[config.mk]
export PLATFORM = sky130hd
export DESIGN_NAME = lane_steer_mux
export DESIGN_NICKNAME = d
export VERILOG_FILES = /design/src/rtl/lane_steer_pkg.sv /design/src/rtl/lane_steer_prio_enc.sv /design/src/rtl/lane_steer_mux.sv
export SDC_FILE = /design/constraint.sdc
export NUM_CORES = 1
export LEC_CHECK = 0
export BUFFER_PORTS_ARGS = -buffer_cell sky130_fd_sc_hd__buf_4
export CAP_MARGIN = 20
export CORE_ASPECT_RATIO = 1.5
export CORE_MARGIN = 1.5
export CORE_UTILIZATION = 35
export DETAILED_ROUTE_END_ITERATION = 10
export GPL_TIMING_DRIVEN = 0
export SYNTH_ARGS = -nofsm -noshare
export SYNTH_HDL_FRONTEND = slang
export SYNTH_SLANG_ARGS = --single-unit
export TNS_END_PERCENT = 50
[constraint.sdc]
create_clock -name clk -period 2.59 [get_ports clk]
set_input_delay 0.259 -clock clk [delete_from_list [all_inputs] [get_ports clk]]
set_output_delay 0.259 -clock clk [all_outputs]
set_load 0.02 [all_outputs]
[src/rtl/lane_steer_pkg.sv]
// Shared constants and helpers for the lane steering mux.
// Pure functions, no state; no flow control of its own.
// Width helpers assume LANES is a power of two.
package lane_steer_pkg;

  localparam int DEF_LANES   = 4;
  localparam int DEF_LANE_IW = $clog2(DEF_LANES);

  function automatic logic sel_match(input int v, input int lanes);
    return v < lanes;
  endfunction

  // lanes is a power of two, so the modulo is a mask
  function automatic int lane_of(input int k, input int v, input int lanes);
    return (v + k) & (lanes - 1);
  endfunction

endpackage

[src/rtl/lane_steer_prio_enc.sv]
// NSEL-way priority encoder: field 0 wins, picks lane (v + k) mod LANES.
// Combinational, zero latency; no backpressure involvement.
// Reports miss with lane 0 when no field holds a value below LANES.
module lane_steer_prio_enc
  import lane_steer_pkg::*;
#(
  parameter int LANES = 4,
  parameter int NSEL  = 4,
  parameter int SEL_W = 4,
  parameter int LW    = $clog2(LANES)
) (
  input  logic [NSEL*SEL_W-1:0] sel_i,
  output logic [LW-1:0]         lane_o,
  output logic                  miss_o
);

  always_comb begin
    lane_o = '0;
    miss_o = 1'b1;
    // Walk from the lowest priority up so the lowest matching index overwrites last
    for (int k = NSEL - 1; k >= 0; k--) begin
      if (sel_match(int'(sel_i[k*SEL_W +: SEL_W]), LANES)) begin
        lane_o = LW'(lane_of(k, int'(sel_i[k*SEL_W +: SEL_W]), LANES));
        miss_o = 1'b0;
      end
    end
  end

endmodule

[src/rtl/lane_steer_mux.sv]
// Byte-lane steering mux: passes one selected lane, zeroes the rest (LANE_STEER_ALIGN_EN shifts it to lane 0).
// Latency 2 cycles (decode stage + mask stage), one word per cycle.
// Two-entry skid via the stage registers; in_ready drops once both stages hold words under out_ready=0.
module lane_steer_mux
  import lane_steer_pkg::*;
#(
  parameter int LANES  = 4,
  parameter int LANE_W = 8,
  parameter int NSEL   = 4,
  parameter int SEL_W  = 4,
  parameter int CNT_W  = 16
) (
  input  logic                      clk,
  input  logic                      rst,
  input  logic                      in_valid,
  output logic                      in_ready,
  input  logic [LANES*LANE_W-1:0]   in_data,
  input  logic [NSEL*SEL_W-1:0]     in_sel,
  output logic                      out_valid,
  input  logic                      out_ready,
  output logic [LANES*LANE_W-1:0]   out_data,
  output logic [$clog2(LANES)-1:0]  out_lane,
  output logic                      out_miss,
  input  logic                      count_clr,
  output logic [CNT_W-1:0]          hit_count
);

  localparam int LW = $clog2(LANES);
  localparam int DW = LANES * LANE_W;

  logic [LW-1:0]    enc_lane;
  logic             enc_miss;

  logic             s1_valid_q, s1_valid_d;
  logic [DW-1:0]    s1_data_q,  s1_data_d;
  logic [LW-1:0]    s1_lane_q,  s1_lane_d;
  logic             s1_miss_q,  s1_miss_d;

  logic             s2_valid_q, s2_valid_d;
  logic [DW-1:0]    s2_data_q,  s2_data_d;
  logic [LW-1:0]    s2_lane_q,  s2_lane_d;
  logic             s2_miss_q,  s2_miss_d;

  logic [CNT_W-1:0] cnt_q, cnt_d;

  logic             s1_load, s2_load, hit;
  logic [DW-1:0]    masked;

  lane_steer_prio_enc #(
    .LANES (LANES),
    .NSEL  (NSEL),
    .SEL_W (SEL_W),
    .LW    (LW)
  ) u_enc (
    .sel_i  (in_sel),
    .lane_o (enc_lane),
    .miss_o (enc_miss)
  );

  assign s2_load  = ~s2_valid_q | out_ready;
  assign s1_load  = ~s1_valid_q | s2_load;
  assign in_ready = s1_load;

  always_comb begin
    masked = '0;
`ifdef LANE_STEER_ALIGN_EN
    if (!s1_miss_q) masked[LANE_W-1:0] = s1_data_q[s1_lane_q*LANE_W +: LANE_W];
`else
    for (int l = 0; l < LANES; l++) begin
      if (!s1_miss_q && s1_lane_q == LW'(l)) masked[l*LANE_W +: LANE_W] = s1_data_q[l*LANE_W +: LANE_W];
    end
`endif
  end

  always_comb begin
    s1_valid_d = s1_valid_q;
    s1_data_d  = s1_data_q;
    s1_lane_d  = s1_lane_q;
    s1_miss_d  = s1_miss_q;
    if (s1_load) begin
      s1_valid_d = in_valid;
      if (in_valid) begin
        s1_data_d = in_data;
        s1_lane_d = enc_lane;
        s1_miss_d = enc_miss;
      end
    end
  end

  // Payload registers only move with a real word, so held outputs stay stable
  always_comb begin
    s2_valid_d = s2_valid_q;
    s2_data_d  = s2_data_q;
    s2_lane_d  = s2_lane_q;
    s2_miss_d  = s2_miss_q;
    if (s2_load) begin
      s2_valid_d = s1_valid_q;
      if (s1_valid_q) begin
        s2_data_d = masked;
        s2_lane_d = s1_lane_q;
        s2_miss_d = s1_miss_q;
      end
    end
  end

  assign hit = s2_valid_q & out_ready & ~s2_miss_q;

  always_comb begin
    cnt_d = cnt_q;
    if (count_clr)                cnt_d = '0;
    else if (hit && cnt_q != '1)  cnt_d = cnt_q + 1'b1;
  end

  always_ff @(posedge clk or posedge rst) begin
    if (rst) begin
      s1_valid_q <= 1'b0;
      s1_data_q  <= '0;
      s1_lane_q  <= '0;
      s1_miss_q  <= 1'b0;
      s2_valid_q <= 1'b0;
      s2_data_q  <= '0;
      s2_lane_q  <= '0;
      s2_miss_q  <= 1'b0;
      cnt_q      <= '0;
    end else begin
      s1_valid_q <= s1_valid_d;
      s1_data_q  <= s1_data_d;
      s1_lane_q  <= s1_lane_d;
      s1_miss_q  <= s1_miss_d;
      s2_valid_q <= s2_valid_d;
      s2_data_q  <= s2_data_d;
      s2_lane_q  <= s2_lane_d;
      s2_miss_q  <= s2_miss_d;
      cnt_q      <= cnt_d;
    end
  end

  assign out_valid = s2_valid_q;
  assign out_data  = s2_data_q;
  assign out_lane  = s2_lane_q;
  assign out_miss  = s2_miss_q;
  assign hit_count = cnt_q;

endmodule
# Word-level counts from Yosys, hierarchy flattened
# Cells that the tools add are included.
[totals]
regBits = 88
latch_bits = 0
ramBits = 0
mem_bits_ro = 0
in_bits = 53
n_memories = 0
[classes]
n_addsub = 4
n_mul = 0
n_div = 0
n_lt_le_gt_ge = 4
eq_ne = 4
shift = 0
muxes = 14
bitwise_logic = 7
n_reduce_logical = 10
[ops]
columns = ["cell", "count"]
rows = [
  ["16-bit 2-to-1 mux", 2],
  ["8-bit 2-to-1 mux", 4],
  ["16-bit by 1-bit adder with 16-bit output (second input constant)", 1],
  ["4-bit by 3-bit < comparator with 1-bit output (second input constant)", 4],
  ["16-bit != test (second input constant)", 1],
  ["2-bit 2-to-1 mux", 4],
  ["1-bit logical AND", 5],
  ["2-bit adder (second input constant)", 2],
  ["2-bit equality test (second input constant)", 2],
  ["1-bit 2-to-1 mux", 4],
  ["2-bit AND reduction", 2],
  ["1-bit inverter", 3],
  ["2-bit by 1-bit adder with 2-bit output (second input constant)", 1],
  ["1-bit AND", 2],
  ["2-bit by 1-bit equality test with 1-bit output (second input constant)", 1],
  ["2-bit logical NOT", 1],
  ["1-bit bitwise OR", 2],
  ["2-bit nonzero test", 1],
  ["1-bit logical NOT", 1],
]

# Depth between registers and ports, before layout
[logic_depth]
ltp_word = 5
depth_mapped = 5
mapped_depth_nobuf = 5

# Cells and area by module
# Synthesis repeated with hierarchy kept, for this count alone.
[unflattened]
cells_unflattened = 280
area_unflattened_um2 = 3707.3
[by_module_without_submodules]
columns = ["mod", "n_inst", "cells_each", "area_each_um2", "seq_area_each_um2"]
rows = [
  ["lane_steer_mux", 1, 262, 3595.9, 2202.1],
  ["lane_steer_prio_enc", 1, 18, 111.4, 0.0],
]

# Worst setup path after synthesis
# OpenSTA, ideal clock, no wires.
[synth_path]
kind = "flip-flop to flip-flop"
start = "reg cnt_q[0] (netlist: hit_count[0])"
end = "reg cnt_q[11] (netlist: hit_count[11])"
setup_ps = 125
arrival_ps = 1722
t_required_ps = 2465
setup_slack_ps = 744
stages_incl_launch_ff = 6
synth_period_minus_slack_ps = 1846
path_cell_list = "dfrtp_1 > ha_1 > nand4_4 > nor4_4 > nor3_1 > mux2_2"
[synth_via]
elab_chain_cells = 3
elab_cells_between_ends = 6
[synth_rtl]
columns = ["element", "line_no", "rtl"]
rows = [
  ["start: declaration", "lane_steer_mux.sv:44", "logic [CNT_W-1:0] cnt_q, cnt_d;"],
  ["start signal: assignment", "lane_steer_mux.sv:134", "cnt_q <= cnt_d;"],
  ["16-bit by 1-bit adder with 16-bit output / 16-bit != test (equally long branches)", "lane_steer_mux.sv:111", "else if (hit && cnt_q != '1) cnt_d = cnt_q + 1'b1;"],
  ["16-bit 2-to-1 mux / 1-bit logical AND (equally long branches)", "lane_steer_mux.sv:111", ""],
  ["16-bit 2-to-1 mux / 2-bit nonzero test (equally long branches)", "n/a", ""],
]
# Parallel ways exist; a longest one is shown, timed or not. The select of a mux whose other input is x is not followed.
# A chain may end at the register's enable or synchronous reset.

# Worst setup path in the final report
[layout_path]
start = "reg cnt_q[0] (netlist: hit_count[0])"
end = "reg cnt_q[9] (netlist: hit_count[9])"
# Same word-level chain as after synthesis.

==> out/metrics.yaml <==
yosysWarnings: 0
finalNetCount: 456
synth_ff_type: "dfrtp_1"
slowest_delay_ns: 0.52
gp_congestion: 0.896
synthDistinctLibCells: 36
rr_worst_depth: 5
dieArea_um2: 11200
ant_nets: 0
grt_max_degree: 73
synthMuxAreaShare_pct: 12.4
core_area_um2: 10200
worst_pin_slew_ns: 0.853
cp-start-kind: "register"
powerDensity_nw_per_um2: 719
hold_depth: 2
setup_viol: 0
finalCritPeriodShare_pct: 77.3
async_flop_share_pct: 100
drv_cap: 0
htreeDepth: 3
period_needed_ns: 2.00
fp-row-count: 45
layout_common_cells: "buf_4 (105), dfrtp_1 (88), mux2_2 (41)"
finalSetupTns_ns: 0
synth-edff-count: 0
numCtsBuffers: 9
io_buffer_count: 105
crit_fanout: 9
synth.area.top_cells: "dfrtp_1 (59%), mux2_2 (12%), a22o_1 (7.6%)"
avgRoutedWirePerCell_um: 15.9
grt_pass1_vias: 2914
post_synth_instance_area_um2: 3710
synth_compound_area_share_pct: 13.0
mostFrequentLayoutCell: "buf_4"
cts.clk_slew.worst_paths_ns: 0.06
die_h_um: 129
firstDrtPassIters: 4
ir_drop_mv: 0.420
via_per_inst: 5.07
crit_cells: 5
synthXorXnorAreaFrac_pct: 0.472
final_max_slew_viol_count: 0
num_antenna_cells: 0
fin_total_pwr_mw: 3.61
stdcell_count: 547
cp_slowest_cell: "nor4_4"
fmax_mhz: 500
wirelength_mm: 8.67
clockRootBuffer: "clkbuf_16"
yosys.area.top_type: "dfrtp_1"
drive_gt1_share_pct: 43.1
power.leakage_nw: 2.33
start_util_pct: 36.4
crit_family: "simple AND/OR/NAND/NOR gates"
hold_violations: 0
synth-seq-cells: 88
dp_slack_ns: 0.593
grt_use_total_pct: 16.5
clock_latency_ns: 0.33
skew_ns: 0.00853
dp_hpwl_mm: 6.39
ios: 106
tritoncts: "yes"
slew_headroom_pct: 43.0
crit_type: "register to register"
required_ns: 2.80
min_path_type: "input pin to register"
synth_cells: 283
synthSimpleGateAreaFrac_pct: 12.8
cts_setup_buffers: 0
grt_overflow: 0
cts_buffer_depth: 2
synth_nets: 337
cp.arrival_ns: 2.21
cp_cell_sequence: "ha_1 > nand4_4 > nor4_4 > nor3_1 > mux2_2"
area_growth_pct: 35.6
drc: 0
grt_antenna_before_repair: 0
fillers: 919
ys_seq_area_share_pct: 59.4
timing.critical_path.buf_inv: 0
synth-adder-area-share_pct: 0.337
cts.sinks: 88
grt_pass1_wl_mm: 14.2
via_count: 2771
placedCellCount: 531
reg2reg_slack_ns: 0.59
synth_top_family_by_area: "compound AO/OA/AOI/OAI gates"
drtIter0Drc: 102
die_w_um: 87.0
status: "finished, final reports clean"
cp-end-kind: "register"
finalWorstSetupSlack_ns: 0.589
syn_avg_cell_area_um2: 13.1
fin_util_pct: 49.3
synth_top_area_share_pct: 59.4
rsz0062_at_grt: "no"
flip-flops by register name, summed over array words and instances (netlist names):
| register | cells |
|---|---|
| out_data | 32 |
| s1_data_q | 32 |
| hit_count | 16 |
| out_lane | 2 |
| s1_lane_q | 2 |
| out_miss | 1 |
| out_valid | 1 |
| s1_miss_q | 1 |
| s1_valid_q | 1 |
cell type report:
cell class	instances	area, um2	share of cell area, %
buffer	11	46.3	0.921
clock buffer	12	236	4.70
clock inverter	3	67.6	1.34
inverter	3	13.8	0.274
multi-input combinational	181	1450	28.8
sequential	88	2200	43.8
tap	141	176	3.51
timing repair buffer	108	836	16.6
report_power, final:
| group | internal [mW] | switching (mW) |
|---|---|---|
| clock | 0.841 | 0.499 |
| combinational | 0.318 | 0.306 |
| sequential | 1.54 | 0.109 |
| total | 2.70 | 0.913 |
logic make-up after synthesis:
group / count (synthesis)
simple gates: 70
flops: 88
xor+xnor: 2
fa+ha+maj: 1
compound gates: 67
mux: 41
buf+inv: 14
layer usage:
metal | GRT usage (%) | up-vias | share of wire [%] | wire, um
met1 | 18.5 | 1371 | 39 | 3380
li1 | - | 1309 | - | -
met2 | 29.0 | 77 | 54 | 4650
met3 | 4.39 | 14 | 5.1 | 446
met5 | 0 | - | 0 | 0
met4 | 7.12 | 0 | 2.4 | 204
metrics by stage:
stage	hold WS [ns]	instance area, um2
final	0.157	5030
after global routing	0.149	5030
after CTS	0.146	5030
after detailed placement	0.214	4710
after global placement	0.468	4670
after floorplan	0.367	3710
final timing paths:
path | start | to
max in group asynchronous | rst | out_data[6]
max reg2reg | hit_count[0] | hit_count[9]
max | hit_count[0] | hit_count[9]
min in group asynchronous | rst | s1_data_q[1]
min | in_valid | s1_valid_q
min reg2reg | s1_data_q[7] | out_data[7]
Yosys cell counts (all sizes together), types with 2 or more instances:
cell     n
nand3b   3
and2     2
nor3     6
dfrtp   88
nor4b    2
o31ai    7
buf      4
nand4    6
nor2b    4
nand2b   3
o41ai    2
o21ai    6
a21oi   19
nand2    9
or3      3
a22o    32
and4     2
or4      6
nor2    10
nand3    5
clkbuf   7
inv      3
nor4     6
mux2    41
what timing repair did:
| action | CTS | global route |
|---|---|---|
| setup endpoints to repair | 0 | 0 |
| gates resized for setup | 0 | 0 |
| hold buffers | 1 | 0 |
| hold endpoints to repair | 16 | 0 |
Note: power is estimated with default switching activity, not from simulation.
